File: config.mk
export PLATFORM = sky130hd
export DESIGN_NAME = matrix_scan_rx_flat
export DESIGN_NICKNAME = d
export VERILOG_FILES = /design/src/rtl/matrix_pkg.sv /design/src/rtl/matrix_scan_rx_if.sv /design/src/rtl/matrix_frame_buf.sv /design/src/rtl/matrix_scan_rx.sv /design/src/flat_wrapper.sv
export SDC_FILE = /design/constraint.sdc
export NUM_CORES = 1
export LEC_CHECK = 0
export BUFFER_PORTS_ARGS = -buffer_cell sky130_fd_sc_hd__clkbuf_2
export CAP_MARGIN = 10
export CORE_UTILIZATION = 60
export DETAILED_ROUTE_END_ITERATION = 8
export PLACE_DENSITY = 0.77
export SLEW_MARGIN = 30
export SYNTH_ARGS = -nofsm -noshare
export SYNTH_HDL_FRONTEND = slang
export SYNTH_SLANG_ARGS = --single-unit
File: constraint.sdc
create_clock -name CLK_div -period 16 [get_ports CLK_div]
set_clock_uncertainty 0.05 [all_clocks]
set_input_delay 3.2 -clock CLK_div [delete_from_list [all_inputs] [get_ports CLK_div]]
set_output_delay 3.2 -clock CLK_div [all_outputs]
set_load 0.02 [all_outputs]
File: src/rtl/matrix_pkg.sv
// Shared types for the 8x8 RGB matrix scan receiver: row/scan-word structs and scan FSM states.
package matrix_pkg;

    localparam int unsigned MATRIX_ROWS = 8;
    localparam int unsigned MATRIX_COLS = 8;

    typedef struct packed {
        logic [MATRIX_COLS-1:0] r;
        logic [MATRIX_COLS-1:0] g;
        logic [MATRIX_COLS-1:0] b;
    } rgb_row_t;

    typedef rgb_row_t [MATRIX_ROWS-1:0] frame_t;

    typedef struct packed {
        logic       en;
        logic [2:0] row;
    } scan_comm_t;

    typedef enum logic {
        StHunt,
        StCapture
    } scan_state_e;

    function automatic logic [2:0] pixel_rgb(input rgb_row_t row, input logic [2:0] col);
        return {row.r[col], row.g[col], row.b[col]};
    endfunction

endpackage

File: src/rtl/matrix_scan_rx_if.sv
// Row-multiplexed scan bus: row-select word plus raw red/green/blue column bytes.
interface matrix_scan_rx_if;

    logic [3:0] scan_comm;
    logic [7:0] scan_r;
    logic [7:0] scan_g;
    logic [7:0] scan_b;

    modport master (output scan_comm, scan_r, scan_g, scan_b);
    modport slave  (input  scan_comm, scan_r, scan_g, scan_b);

endinterface

File: src/rtl/matrix_frame_buf.sv
// 8x24 committed-frame storage: masked row write port and registered pixel read (read-before-write).
module matrix_frame_buf
    import matrix_pkg::*;
(
    input  logic                   CLK_div,
    input  logic                   reset,
    input  logic [MATRIX_ROWS-1:0] wr_mask,
    input  frame_t                 wr_data,
    input  logic [2:0]             rd_row,
    input  logic [2:0]             rd_col,
    output logic [2:0]             rd_rgb
);

    frame_t mem_q;

    always_ff @(posedge CLK_div or posedge reset) begin
        if (reset) begin
            mem_q  <= '0;
            rd_rgb <= '0;
        end else begin
            rd_rgb <= pixel_rgb(mem_q[rd_row], rd_col);
            for (int i = 0; i < MATRIX_ROWS; i++) begin
                if (wr_mask[i]) begin
                    mem_q[i] <= wr_data[i];
                end
            end
        end
    end

endmodule

File: src/rtl/matrix_scan_rx.sv
// Scan-bus receiver: reassembles in-order rows 0..7 into a committed frame, flags order errors.
// Optional MATRIX_SCAN_RX_CHANGE_DET_EN adds a previous-frame comparator driving frame_changed.
module matrix_scan_rx
    import matrix_pkg::*;
#(
    parameter int unsigned ACTIVE_LOW = 1,
    parameter int unsigned CNT_W      = 8
) (
    input  logic                CLK_div,
    input  logic                reset,
    matrix_scan_rx_if.slave     scan,
    input  logic [2:0]          rd_row,
    input  logic [2:0]          rd_col,
    output logic [2:0]          rd_rgb,
    output logic                frame_done,
    output logic                seq_err,
    output logic                locked,
    output logic [CNT_W-1:0]    frame_cnt,
    output logic                frame_changed
);

    localparam logic [MATRIX_COLS-1:0] POL_MASK = (ACTIVE_LOW != 0) ? '1 : '0;
    localparam logic [CNT_W-1:0]       CNT_ONE  = {{(CNT_W-1){1'b0}}, 1'b1};

    scan_comm_t  comm_q;
    rgb_row_t    row_q;
    scan_state_e state_q;
    logic [2:0]  expect_q;
    // Row 7 never lands here: it goes from the input register straight into the commit.
    rgb_row_t [MATRIX_ROWS-2:0] shadow_q;

    logic   row_hit;
    logic   commit;
    frame_t commit_frame;

    always_ff @(posedge CLK_div or posedge reset) begin
        if (reset) begin
            comm_q <= '0;
            row_q  <= '0;
        end else begin
            comm_q  <= scan_comm_t'(scan.scan_comm);
            row_q.r <= scan.scan_r ^ POL_MASK;
            row_q.g <= scan.scan_g ^ POL_MASK;
            row_q.b <= scan.scan_b ^ POL_MASK;
        end
    end

    assign row_hit      = comm_q.en && (comm_q.row == expect_q);
    assign commit       = (state_q == StCapture) && row_hit && (expect_q == 3'd7);
    assign commit_frame = {row_q, shadow_q};

    always_ff @(posedge CLK_div or posedge reset) begin
        if (reset) begin
            state_q    <= StHunt;
            expect_q   <= '0;
            shadow_q   <= '0;
            locked     <= 1'b0;
            frame_done <= 1'b0;
            seq_err    <= 1'b0;
            frame_cnt  <= '0;
        end else begin
            frame_done <= 1'b0;
            seq_err    <= 1'b0;
            if (comm_q.en) begin
                case (state_q)
                    StHunt: begin
                        if (comm_q.row == 3'd0) begin
                            shadow_q[0] <= row_q;
                            expect_q    <= 3'd1;
                            state_q     <= StCapture;
                            locked      <= 1'b1;
                        end
                    end
                    StCapture: begin
                        if (row_hit) begin
                            if (expect_q == 3'd7) begin
                                frame_done <= 1'b1;
                                frame_cnt  <= frame_cnt + CNT_ONE;
                                expect_q   <= 3'd0;
                            end else begin
                                shadow_q[expect_q] <= row_q;
                                expect_q           <= expect_q + 3'd1;
                            end
                        end else begin
                            seq_err <= 1'b1;
                            if (comm_q.row == 3'd0) begin
                                shadow_q[0] <= row_q;
                                expect_q    <= 3'd1;
                            end else begin
                                state_q  <= StHunt;
                                locked   <= 1'b0;
                                expect_q <= 3'd0;
                            end
                        end
                    end
                    default: begin
                        state_q <= StHunt;
                        locked  <= 1'b0;
                    end
                endcase
            end
        end
    end

    matrix_frame_buf u_frame_buf (
        .CLK_div (CLK_div),
        .reset   (reset),
        .wr_mask ({MATRIX_ROWS{commit}}),
        .wr_data (commit_frame),
        .rd_row  (rd_row),
        .rd_col  (rd_col),
        .rd_rgb  (rd_rgb)
    );

`ifdef MATRIX_SCAN_RX_CHANGE_DET_EN
    frame_t prev_q;
    logic   changed_q;

    always_ff @(posedge CLK_div or posedge reset) begin
        if (reset) begin
            prev_q    <= '0;
            changed_q <= 1'b0;
        end else begin
            changed_q <= 1'b0;
            if (commit) begin
                changed_q <= (commit_frame != prev_q);
                prev_q    <= commit_frame;
            end
        end
    end

    assign frame_changed = changed_q;
`else
    assign frame_changed = 1'b0;
`endif

endmodule
File: src/flat_wrapper.sv
// flat-port wrapper written by rule: the top's interface ports become plain ports
module matrix_scan_rx_flat import matrix_pkg::*;
#(
    parameter int unsigned ACTIVE_LOW = 1,
    parameter int unsigned CNT_W      = 8
)
  (CLK_div, reset, rd_row, rd_col, rd_rgb, frame_done, seq_err, locked, frame_cnt, frame_changed, scan_scan_comm, scan_scan_r, scan_scan_g, scan_scan_b);
  matrix_scan_rx_if scan_i ();
  input  logic CLK_div;
  input  logic reset;
  input  logic [2:0] rd_row;
  input  logic [2:0] rd_col;
  output logic [2:0] rd_rgb;
  output logic frame_done;
  output logic seq_err;
  output logic locked;
  output logic [CNT_W-1:0] frame_cnt;
  output logic frame_changed;
  input wire logic [$bits(scan_i.scan_comm)-1:0] scan_scan_comm;
  input wire logic [$bits(scan_i.scan_r)-1:0] scan_scan_r;
  input wire logic [$bits(scan_i.scan_g)-1:0] scan_scan_g;
  input wire logic [$bits(scan_i.scan_b)-1:0] scan_scan_b;
  assign scan_i.scan_comm = scan_scan_comm;
  assign scan_i.scan_r = scan_scan_r;
  assign scan_i.scan_g = scan_scan_g;
  assign scan_i.scan_b = scan_scan_b;
  matrix_scan_rx #(.ACTIVE_LOW(ACTIVE_LOW), .CNT_W(CNT_W)) u_core (.CLK_div(CLK_div), .reset(reset), .scan(scan_i), .rd_row(rd_row), .rd_col(rd_col), .rd_rgb(rd_rgb), .frame_done(frame_done), .seq_err(seq_err), .locked(locked), .frame_cnt(frame_cnt), .frame_changed(frame_changed));
endmodule
==> results of run 1 <==
==> state kept, by name, indices dropped and copies added (netlist names) <==
signal / count
u_core.u_frame_buf.rd_rgb: 3
u_core.expect_q: 3
u_core.seq_err: 1
u_core.commit_frame: 192
u_core.state_q: 1
u_core.comm_q: 4
u_core.frame_done: 1
u_core.frame_cnt: 8
u_core.locked: 1
u_core.u_frame_buf.mem_q: 192
==> worst max-delay path, cell delays in order <==
cell	delay (ns)
sky130_fd_sc_hd__clkbuf_2	0.12
sky130_fd_sc_hd__inv_8	0.57
sky130_fd_sc_hd__buf_4	0.51
sky130_fd_sc_hd__buf_16	0.31
sky130_fd_sc_hd__buf_4	0.65
==> path summary, 6_finish.rpt <==
kind	start	to	cells past startpoint
max in group CLK_div	rd_row[0]	u_core.u_frame_buf.rd_rgb[0]	6
hold / removal	u_core.frame_cnt[7]	u_core.frame_cnt[7]	1
setup reg to reg	u_core.expect_q[1]	u_core.u_frame_buf.mem_q[36]	7
hold reg to reg	u_core.frame_cnt[7]	u_core.frame_cnt[7]	1
setup / recovery	reset	u_core.u_frame_buf.mem_q[4]	5
min in group asynchronous	reset	u_core.commit_frame[190]	2
==> cells by family after synthesis <==
kind of cell,after synthesis,synth area share
and+or+nand+nor,58,0.0210
AOI/OAI and AO/OA,37,0.0161
xor gates and xnor gates,10,0.00529
muxes,420,0.316
adders and majority gates,3,0.00227
buffers and inverters,83,0.0258
DFF,406,0.614
other,1,0.000226
==> placed cells by master, fill, tap and decap left out, drive strengths merged, types with 2 or more instances in the layout <==
cell type / count
a21oi: 4
nand4: 6
clkbuf: 112
mux2i: 8
o221ai: 7
a31oi: 4
a32o: 3
nand2b: 2
o211ai: 3
or3b: 2
and3: 2
buf: 13
nor2b: 4
and2: 3
xor2: 3
dfrtp: 406
a221oi: 3
mux2: 367
o21ai: 5
clkinv: 7
nor3: 3
o22ai: 5
xnor2: 7
mux4: 45
a22o: 2
nand2: 15
nor2: 7
inv: 29
ha: 3
nand3: 10
==> area by class of cell <==
class | instances | share of cell area
Clock buffer | 63 | 0.0665
Clock inverter | 7 | 0.00211
Inverter | 29 | 0.00641
Multi-Input combinational cell | 529 | 0.328
Sequential cell | 406 | 0.553
Tap cell | 341 | 0.0232
Timing Repair Buffer | 62 | 0.0207
==> cells in the mapped netlist, types with 7 or more instances <==
library cell,number
sky130_fd_sc_hd__o221ai_1,7
sky130_fd_sc_hd__mux2_1,11
sky130_fd_sc_hd__nor2_1,7
sky130_fd_sc_hd__nand2_1,14
sky130_fd_sc_hd__dfrtp_1,406
sky130_fd_sc_hd__mux2_2,356
sky130_fd_sc_hd__inv_1,28
sky130_fd_sc_hd__buf_6,10
sky130_fd_sc_hd__clkbuf_1,14
sky130_fd_sc_hd__buf_4,7
sky130_fd_sc_hd__xnor2_1,7
sky130_fd_sc_hd__mux2i_1,8
sky130_fd_sc_hd__buf_2,12
sky130_fd_sc_hd__buf_1,11
sky130_fd_sc_hd__mux4_2,45
==> power groups by stage <==
stage | combinational [mW] | sequential (mW) | clock, mW
after floorplan | 0.0655 | 1.10 | 0
after global placement | 0.0887 | 1.10 | 0
after detailed placement | 0.0927 | 1.10 | 0
after CTS | 0.0932 | 1.09 | 0.918
after global routing | 0.102 | 1.09 | 0.957
final | 0.0911 | 1.09 | 0.901
==> per-layer routing <==
metal,vias to the layer above,wire length (um)
li1,3792,-
met4,0,873
met2,183,15400
met3,70,1490
met5,-,0
met1,4688,14300
==> impl_metrics.yaml, run 1 <==
outcome:
  result_of_the_run: "completed"
synth:
  post-synth-top-area-fraction: 0.614
  synth.top_cells.by_area: "sky130_fd_sc_hd__dfrtp_1 61%, sky130_fd_sc_hd__mux2_2 24%, sky130_fd_sc_hd__mux4_2 6.1%"
  synth_area_per_cell_um2: 16.3
  synthesis.area_um2: 16600
  synth.lib_cells_used.distinct: 43
  synth_warnings: 0
  synth_fp_nets: 1057
  netlist.top_cell.by_area: "sky130_fd_sc_hd__dfrtp_1"
  seq_area_frac_synth: 0.614
  postSynth.topFlopCell: "sky130_fd_sc_hd__dfrtp_1"
  synth_enable_flop_cells: 0
  synth-seq-cells: 406
  synthCells: 1018
  async_reset_ff_frac: 1.00
placement:
  pre_cts_slack_ns: 10.35
  portBuffers: 49
  sum_of_net_half_perimeters_after_detailed_placement_um: 18100
  globalplace.congestion: 0.741
  dpl_cell_area_um2: 17100
  dpl.cell_count: 1366
critical_path:
  worst-path-max-fanout: 126
  flop2flop_setup_slack_ns: 12.21
  setup.worst_path.end_class: "asynchronous set/reset pin"
  critical_path_class: "input port to asynchronous set/reset pin"
  worstPathRequired_ns: 16.51
  crit_arrival_ns: 5.50
  timing.critical_path.from_type: "input port"
global_routing:
  wire_length_of_the_first_global_routing_pass_um: 52700
  grt_max_degree: 127
  grt_use_met1: 0.343
  grt_most_used_layer: "met2"
  grt_antenna_before_repair: 0
  gr-usage-met2: 0.391
  global_route.usage.total: 0.242
  grt_overflow: 0
  grt_pass1_vias: 9351
  globalRouteMet3Util: 0.0416
pwr:
  max-vdd-ir-drop_mv: 0.0757
  fin_total_pwr_mw: 2.08
  switching_part_of_the_total: 0.218
  p_switching_mw: 0.453
  p_per_area_nw_per_um2: 113
  power.sequential.fraction: 0.523
  internal_pwr_total_mw: 1.62
  clock_power_share: 0.434
  comb_power_share: 0.044
  p_leak_nw: 9.28
layout:
  multi_input_area_um2: 6020
  drive_above_1_share: 0.486
  layout.area.seq_um2: 10200
  n_antenna_cell: 0
  utilization: 0.679
  filler_cell_count: 1852
  layout.cells.non_filler: 1437
  syn_to_final_growth_pct: 10.9
  post-route-cell-area_um2: 18400
  final_nets: 1108
clock_network:
  cts_buffers: 41
  postCtsHoldBufs: 0
  clock-sinks: 406
  cts.repair_timing.setup_buffer_count: 0
  post_cts_resized: 0
  cts.clk_slew.worst_paths_ns: 0.06
  cts_tree: "done"
  cts_buffer_depth: 3
  clock_insertion_delay_worst_skew_ns: 0.53
  clk_root_buffer_cell: "sky130_fd_sc_hd__clkbuf_16"
  h_tree_depth: 2
sta:
  period_share: 0.312
  finalHoldViolCount: 0
  setup_tns_ns: 0
  grt_setup_unrepaired: "no"
  postLayoutSetupSlackWorst_ns: 11.01
  clock.fmax_mhz: 200
  timing.max_slew.rel_slack: 0.376
  timing.final.setup_violations: 0
  whs_ns: 0.425
  worstMarginPinSlew_ns: 0.934
  slew_viol_final: 0
  fin_crit_ns: 4.99
detailed_routing:
  drt.antenna.violating_nets: 0
  routed_wirelength_um: 32100
  routedWlPerCell_um: 22.3
  detailroute.via_count: 8733
  drtPass1Iterations: 4
  routed_via_density: 6.08
  remaining_drc_errors: 0
  initial_drc_count: 486
die:
  io_pins: 51
  floorplan.initialDensity: 0.613
  die_footprint_um2: 28300
  die_y_um: 168
  floorplan.rows: 60
  core_area_um2: 27000
  horizontal_die_dimension_um: 168
worst_hold_path:
  hold_path_class: "register to register"
flow_run:
  maxCapViolCount: 0
Power figures use the tool's default switching activity.
==> run 2: changes to the inputs <==
- clock period: 16 -> 5.1 ns (I/O delays scaled with it)
==> impl_metrics.yaml, run 2 (synthesis results as in run 1) <==
pwr:
  switching_part_of_the_total: 0.217
  max-vdd-ir-drop_mv: 0.277
  p_per_area_nw_per_um2: 353
  p_leak_nw: 9.31
  fin_total_pwr_mw: 6.50
  internal_pwr_total_mw: 5.09
  comb_power_share: 0.044
  p_switching_mw: 1.41
  clock_power_share: 0.432
  power.sequential.fraction: 0.524
critical_path:
  setup.worst_path.end_class: "register"
  timing.critical_path.from_type: "register"
  worstPathRequired_ns: 5.44
  critical_path_class: "register to register"
  worst-path-max-fanout: 62
  crit_arrival_ns: 3.84
  flop2flop_setup_slack_ns: 1.60
global_routing:
  grt_max_degree: 114
  grt_antenna_before_repair: 0
  grt_overflow: 0
  global_route.usage.total: 0.238
  wire_length_of_the_first_global_routing_pass_um: 51500
  grt_pass1_vias: 9141
die:
  core_area_um2: 27000
  floorplan.initialDensity: 0.613
  die_y_um: 168
  horizontal_die_dimension_um: 168
  floorplan.rows: 60
  die_footprint_um2: 28300
  io_pins: 51
clock_network:
  clk_root_buffer_cell: "sky130_fd_sc_hd__clkbuf_16"
  cts_buffer_depth: 3
  cts_tree: "done"
  clock_insertion_delay_worst_skew_ns: 0.52
  postCtsHoldBufs: 0
  cts.repair_timing.setup_buffer_count: 0
  cts.clk_slew.worst_paths_ns: 0.06
  post_cts_resized: 0
  h_tree_depth: 2
  clock-sinks: 406
  cts_buffers: 41
sta:
  whs_ns: 0.423
  timing.final.setup_violations: 0
  grt_setup_unrepaired: "no"
  worstMarginPinSlew_ns: 0.907
  fin_crit_ns: 3.50
  clock.fmax_mhz: 286
  timing.max_slew.rel_slack: 0.396
  period_share: 0.686
  finalHoldViolCount: 0
  slew_viol_final: 0
placement:
  portBuffers: 49
  globalplace.congestion: 0.772
  sum_of_net_half_perimeters_after_detailed_placement_um: 18400
  dpl_cell_area_um2: 17100
  dpl.cell_count: 1371
layout:
  layout.area.seq_um2: 10200
  syn_to_final_growth_pct: 11.2
  n_antenna_cell: 0
  filler_cell_count: 1866
  layout.cells.non_filler: 1441
  multi_input_area_um2: 5990
  final_nets: 1113
  post-route-cell-area_um2: 18400
  drive_above_1_share: 0.490
  layout_commonest_cell: "sky130_fd_sc_hd__dfrtp_1"
  most-common-layout-cells: "406 x sky130_fd_sc_hd__dfrtp_1, 356 x sky130_fd_sc_hd__mux2_2, 49 x sky130_fd_sc_hd__clkbuf_2, 45 x sky130_fd_sc_hd__mux4_2, 41 x sky130_fd_sc_hd__clkbuf_16"
detailed_routing:
  routed_via_density: 5.99
  detailroute.via_count: 8634
  drt.antenna.violating_nets: 0
  drtPass1Iterations: 4
  routed_wirelength_um: 32000
  initial_drc_count: 587
  routedWlPerCell_um: 22.2
  remaining_drc_errors: 0
flow_run:
  maxCapViolCount: 0
outcome:
  result_of_the_run: "completed"
worst_hold_path:
  hold_path_class: "register to register"
==> run 2: changes by cell type in the layout (fill, tap and decap cells not counted), sizes merged <==
cell / delta
buf: +5
clkinvlp: +2
inv: -2
clkinv: -1
==> run 2: layout make-up <==
| class | instances | share of cell area |
|---|---|---|
| Inverter | 29 | 0.00618 |
| Tap cell | 341 | 0.0232 |
| Timing Repair Buffer | 67 | 0.0258 |
| Clock buffer | 63 | 0.0662 |
| Clock inverter | 6 | 0.00177 |
| Sequential cell | 406 | 0.552 |
| Multi-Input combinational cell | 529 | 0.325 |
==> run 2: critical path: stages (launching register included) <==
cell and delay, ns:
sky130_fd_sc_hd__dfrtp_1 0.48, sky130_fd_sc_hd__xor2_1 0.38, sky130_fd_sc_hd__nor4_4 0.09, sky130_fd_sc_hd__buf_4 0.22, sky130_fd_sc_hd__nand2_4 0.26, sky130_fd_sc_hd__buf_4 0.56, sky130_fd_sc_hd__buf_4 0.77, sky130_fd_sc_hd__mux2_2 0.42
==> run 2: metrics by stage <==
stage | util | setup slack (ns) | setup TNS [ns]
3_5_place_dp | 0.634 | 1.58 | 0
3_3_place_gp | 0.634 | 1.57 | 0
5_1_grt | 0.681 | 1.44 | 0
2_1_floorplan | - | -1.44 | -584.51
4_1_cts | 0.680 | 1.61 | 0
6_report | 0.681 | 1.60 | 0
==> run 2: power groups by stage <==
stage | sequential, mW | combinational (mW) | clock (mW)
2_1_floorplan | 3.44 | 0.206 | 0
3_3_place_gp | 3.46 | 0.283 | 0
3_5_place_dp | 3.46 | 0.291 | 0
4_1_cts | 3.41 | 0.294 | 2.87
5_1_grt | 3.42 | 0.322 | 3.00
6_report | 3.41 | 0.287 | 2.81
==> run 2: routing by layer <==
metal	track usage	vias to the layer above	wire [um]
met2	0.385	151	15400
met1	0.340	4639	14400
met4	0.0652	0	630
li1	-	3796	-
met3	0.0388	48	1510
met5	0	-	0
==> run 2: path summary, 6_finish.rpt <==
kind | from | to | cells after the start
max | u_core.expect_q[1] | u_core.u_frame_buf.mem_q[76] | 7
min | u_core.frame_cnt[7] | u_core.frame_cnt[7] | 1
max reg2reg | u_core.expect_q[1] | u_core.u_frame_buf.mem_q[76] | 7
min reg2reg | u_core.frame_cnt[7] | u_core.frame_cnt[7] | 1
max in group asynchronous | reset | u_core.u_frame_buf.mem_q[134] | 4
min in group asynchronous | reset | u_core.u_frame_buf.mem_q[142] | 2
==> run 3: changes to the inputs <==
- clock period: 5.1 -> 3.5 ns (I/O delays scaled with it)
==> impl_metrics.yaml, run 3 (synthesis results as in run 1) <==
die:
  core_area_um2: 27000
  floorplan.rows: 60
  die_y_um: 168
  horizontal_die_dimension_um: 168
  die_footprint_um2: 28300
  floorplan.initialDensity: 0.613
  io_pins: 51
detailed_routing:
  routedWlPerCell_um: 22.4
  remaining_drc_errors: 0
  drtPass1Iterations: 4
  drt.antenna.violating_nets: 0
  routed_wirelength_um: 32600
  initial_drc_count: 496
  routed_via_density: 5.98
  detailroute.via_count: 8720
critical_path:
  critPathMaxStageDelay_ns: 0.61
  cp.buffers_inverters: 2
  critical_r2r_launch: "u_core.expect_q[1]"
  worst_r2r_path_depth: 6
  worst-path-max-fanout: 28
  worstPathCellList: "xor2_1 > nor4_4 > nand2_4 > clkinv_2 > buf_4 > mux2_2"
  worstPathRequired_ns: 3.86
  timing.critical_path.from_type: "register"
  critical_path_class: "register to register"
  setup.worst_path.end_class: "register"
  cp_top_family: "buffers and inverters"
  critical_path.slowest_cell: "sky130_fd_sc_hd__nor4_4"
  critical_register_to_register_path_endpoint: "u_core.u_frame_buf.mem_q[35]"
  flop2flop_setup_slack_ns: 0.75
  crit_arrival_ns: 3.11
clock_network:
  cts_buffers: 41
  clock_insertion_delay_worst_skew_ns: 0.54
  cts_tree: "done"
  cts.clk_slew.worst_paths_ns: 0.06
  h_tree_depth: 2
  post_cts_resized: 0
  cts.repair_timing.setup_buffer_count: 0
  clock-sinks: 406
  postCtsHoldBufs: 0
  clk_root_buffer_cell: "sky130_fd_sc_hd__clkbuf_16"
  cts_buffer_depth: 3
sta:
  fin_crit_ns: 2.75
  timing.final.setup_violations: 0
  period_share: 0.785
  timing.max_slew.rel_slack: 0.449
  grt_setup_unrepaired: "no"
  worstMarginPinSlew_ns: 0.827
  finalHoldViolCount: 0
  slew_viol_final: 0
  clock.fmax_mhz: 364
  postLayoutSetupSlackWorst_ns: 0.753
worst_hold_path:
  hold_path_class: "input port to asynchronous set/reset pin"
placement:
  portBuffers: 49
  dpl.cell_count: 1387
  pre_cts_slack_ns: 0.743
  sum_of_net_half_perimeters_after_detailed_placement_um: 19100
  globalplace.congestion: 0.758
layout:
  final_nets: 1128
  drive_above_1_share: 0.499
  syn_to_final_growth_pct: 12.4
  most-common-layout-cells: "406 x sky130_fd_sc_hd__dfrtp_1, 356 x sky130_fd_sc_hd__mux2_2, 49 x sky130_fd_sc_hd__clkbuf_2, 45 x sky130_fd_sc_hd__mux4_2, 43 x sky130_fd_sc_hd__clkbuf_16"
  layout.area.seq_um2: 10200
  n_antenna_cell: 0
  layout_commonest_cell: "sky130_fd_sc_hd__dfrtp_1"
  multi_input_area_um2: 5990
  utilization: 0.689
  filler_cell_count: 1837
  layout.cells.non_filler: 1459
global_routing:
  grt_antenna_before_repair: 0
  grt_overflow: 0
  grt_pass1_vias: 9220
  grt_max_degree: 122
  global_route.usage.total: 0.246
  wire_length_of_the_first_global_routing_pass_um: 52900
pwr:
  fin_total_pwr_mw: 9.59
  p_leak_nw: 9.42
  max-vdd-ir-drop_mv: 0.344
  p_per_area_nw_per_um2: 516
outcome:
  result_of_the_run: "completed"
flow_run:
  maxCapViolCount: 0
[run 3: worst reg2reg max path: stages (launching register included)]
cell                       delay (ns)
sky130_fd_sc_hd__dfrtp_1         0.46
sky130_fd_sc_hd__xor2_1          0.24
sky130_fd_sc_hd__nor4_4          0.61
sky130_fd_sc_hd__nand2_4         0.12
sky130_fd_sc_hd__clkinv_2        0.47
sky130_fd_sc_hd__buf_4           0.32
sky130_fd_sc_hd__mux2_2          0.35
[run 3: how the worst max path moves through the flow]
| stage | from | end | slack [ns] | cells past startpoint |
|---|---|---|---|---|
| 2_1_floorplan | reset | u_core.comm_q[0] | -2.72 | 1 |
| 3_3_place_gp | rd_row[0] | u_core.u_frame_buf.rd_rgb[1] | 0.77 | 6 |
| 3_5_place_dp | rd_row[0] | u_core.u_frame_buf.rd_rgb[2] | 0.74 | 6 |
| 4_1_cts | u_core.expect_q[1] | u_core.u_frame_buf.mem_q[82] | 0.74 | 6 |
| 5_1_grt | u_core.expect_q[1] | u_core.u_frame_buf.mem_q[57] | 0.59 | 6 |
| 6_report | u_core.expect_q[1] | u_core.u_frame_buf.mem_q[35] | 0.75 | 6 |
[run 3: final cells by class]
class / instances / area share
multi-input combinational: 529 / 0.322
sequential: 406 / 0.546
tap: 341 / 0.0229
timing repair buffer: 82 / 0.0339
clock buffer: 61 / 0.0658
inverter: 29 / 0.00612
clock inverter: 11 / 0.00363
[run 3: power by group]
part	internal, mW	switching [mW]	leakage, nW
clock network	2.42	1.78	0.636
registers	4.85	0.112	5.54
logic	0.193	0.240	3.24
[run 3: layer usage]
metal / track usage / wire, um / part of all wire
met1: 0.362 / 15200 / 0.47
met2: 0.386 / 15400 / 0.47
met3: 0.0364 / 1270 / 0.039
met4: 0.0731 / 737 / 0.023
met5: 0 / 0 / 0
[run 3: per-stage QoR]
| step | hold slack [ns] | area (um^2) | TNS [ns] |
|---|---|---|---|
| after floorplan | 0.402 | 16600 | -1104.19 |
| after global placement | 0.411 | 17300 | 0 |
| after detailed placement | 0.414 | 17300 | 0 |
| after CTS | 0.202 | 18600 | 0 |
| after global routing | 0.206 | 18600 | 0 |
| final | 0.219 | 18600 | 0 |
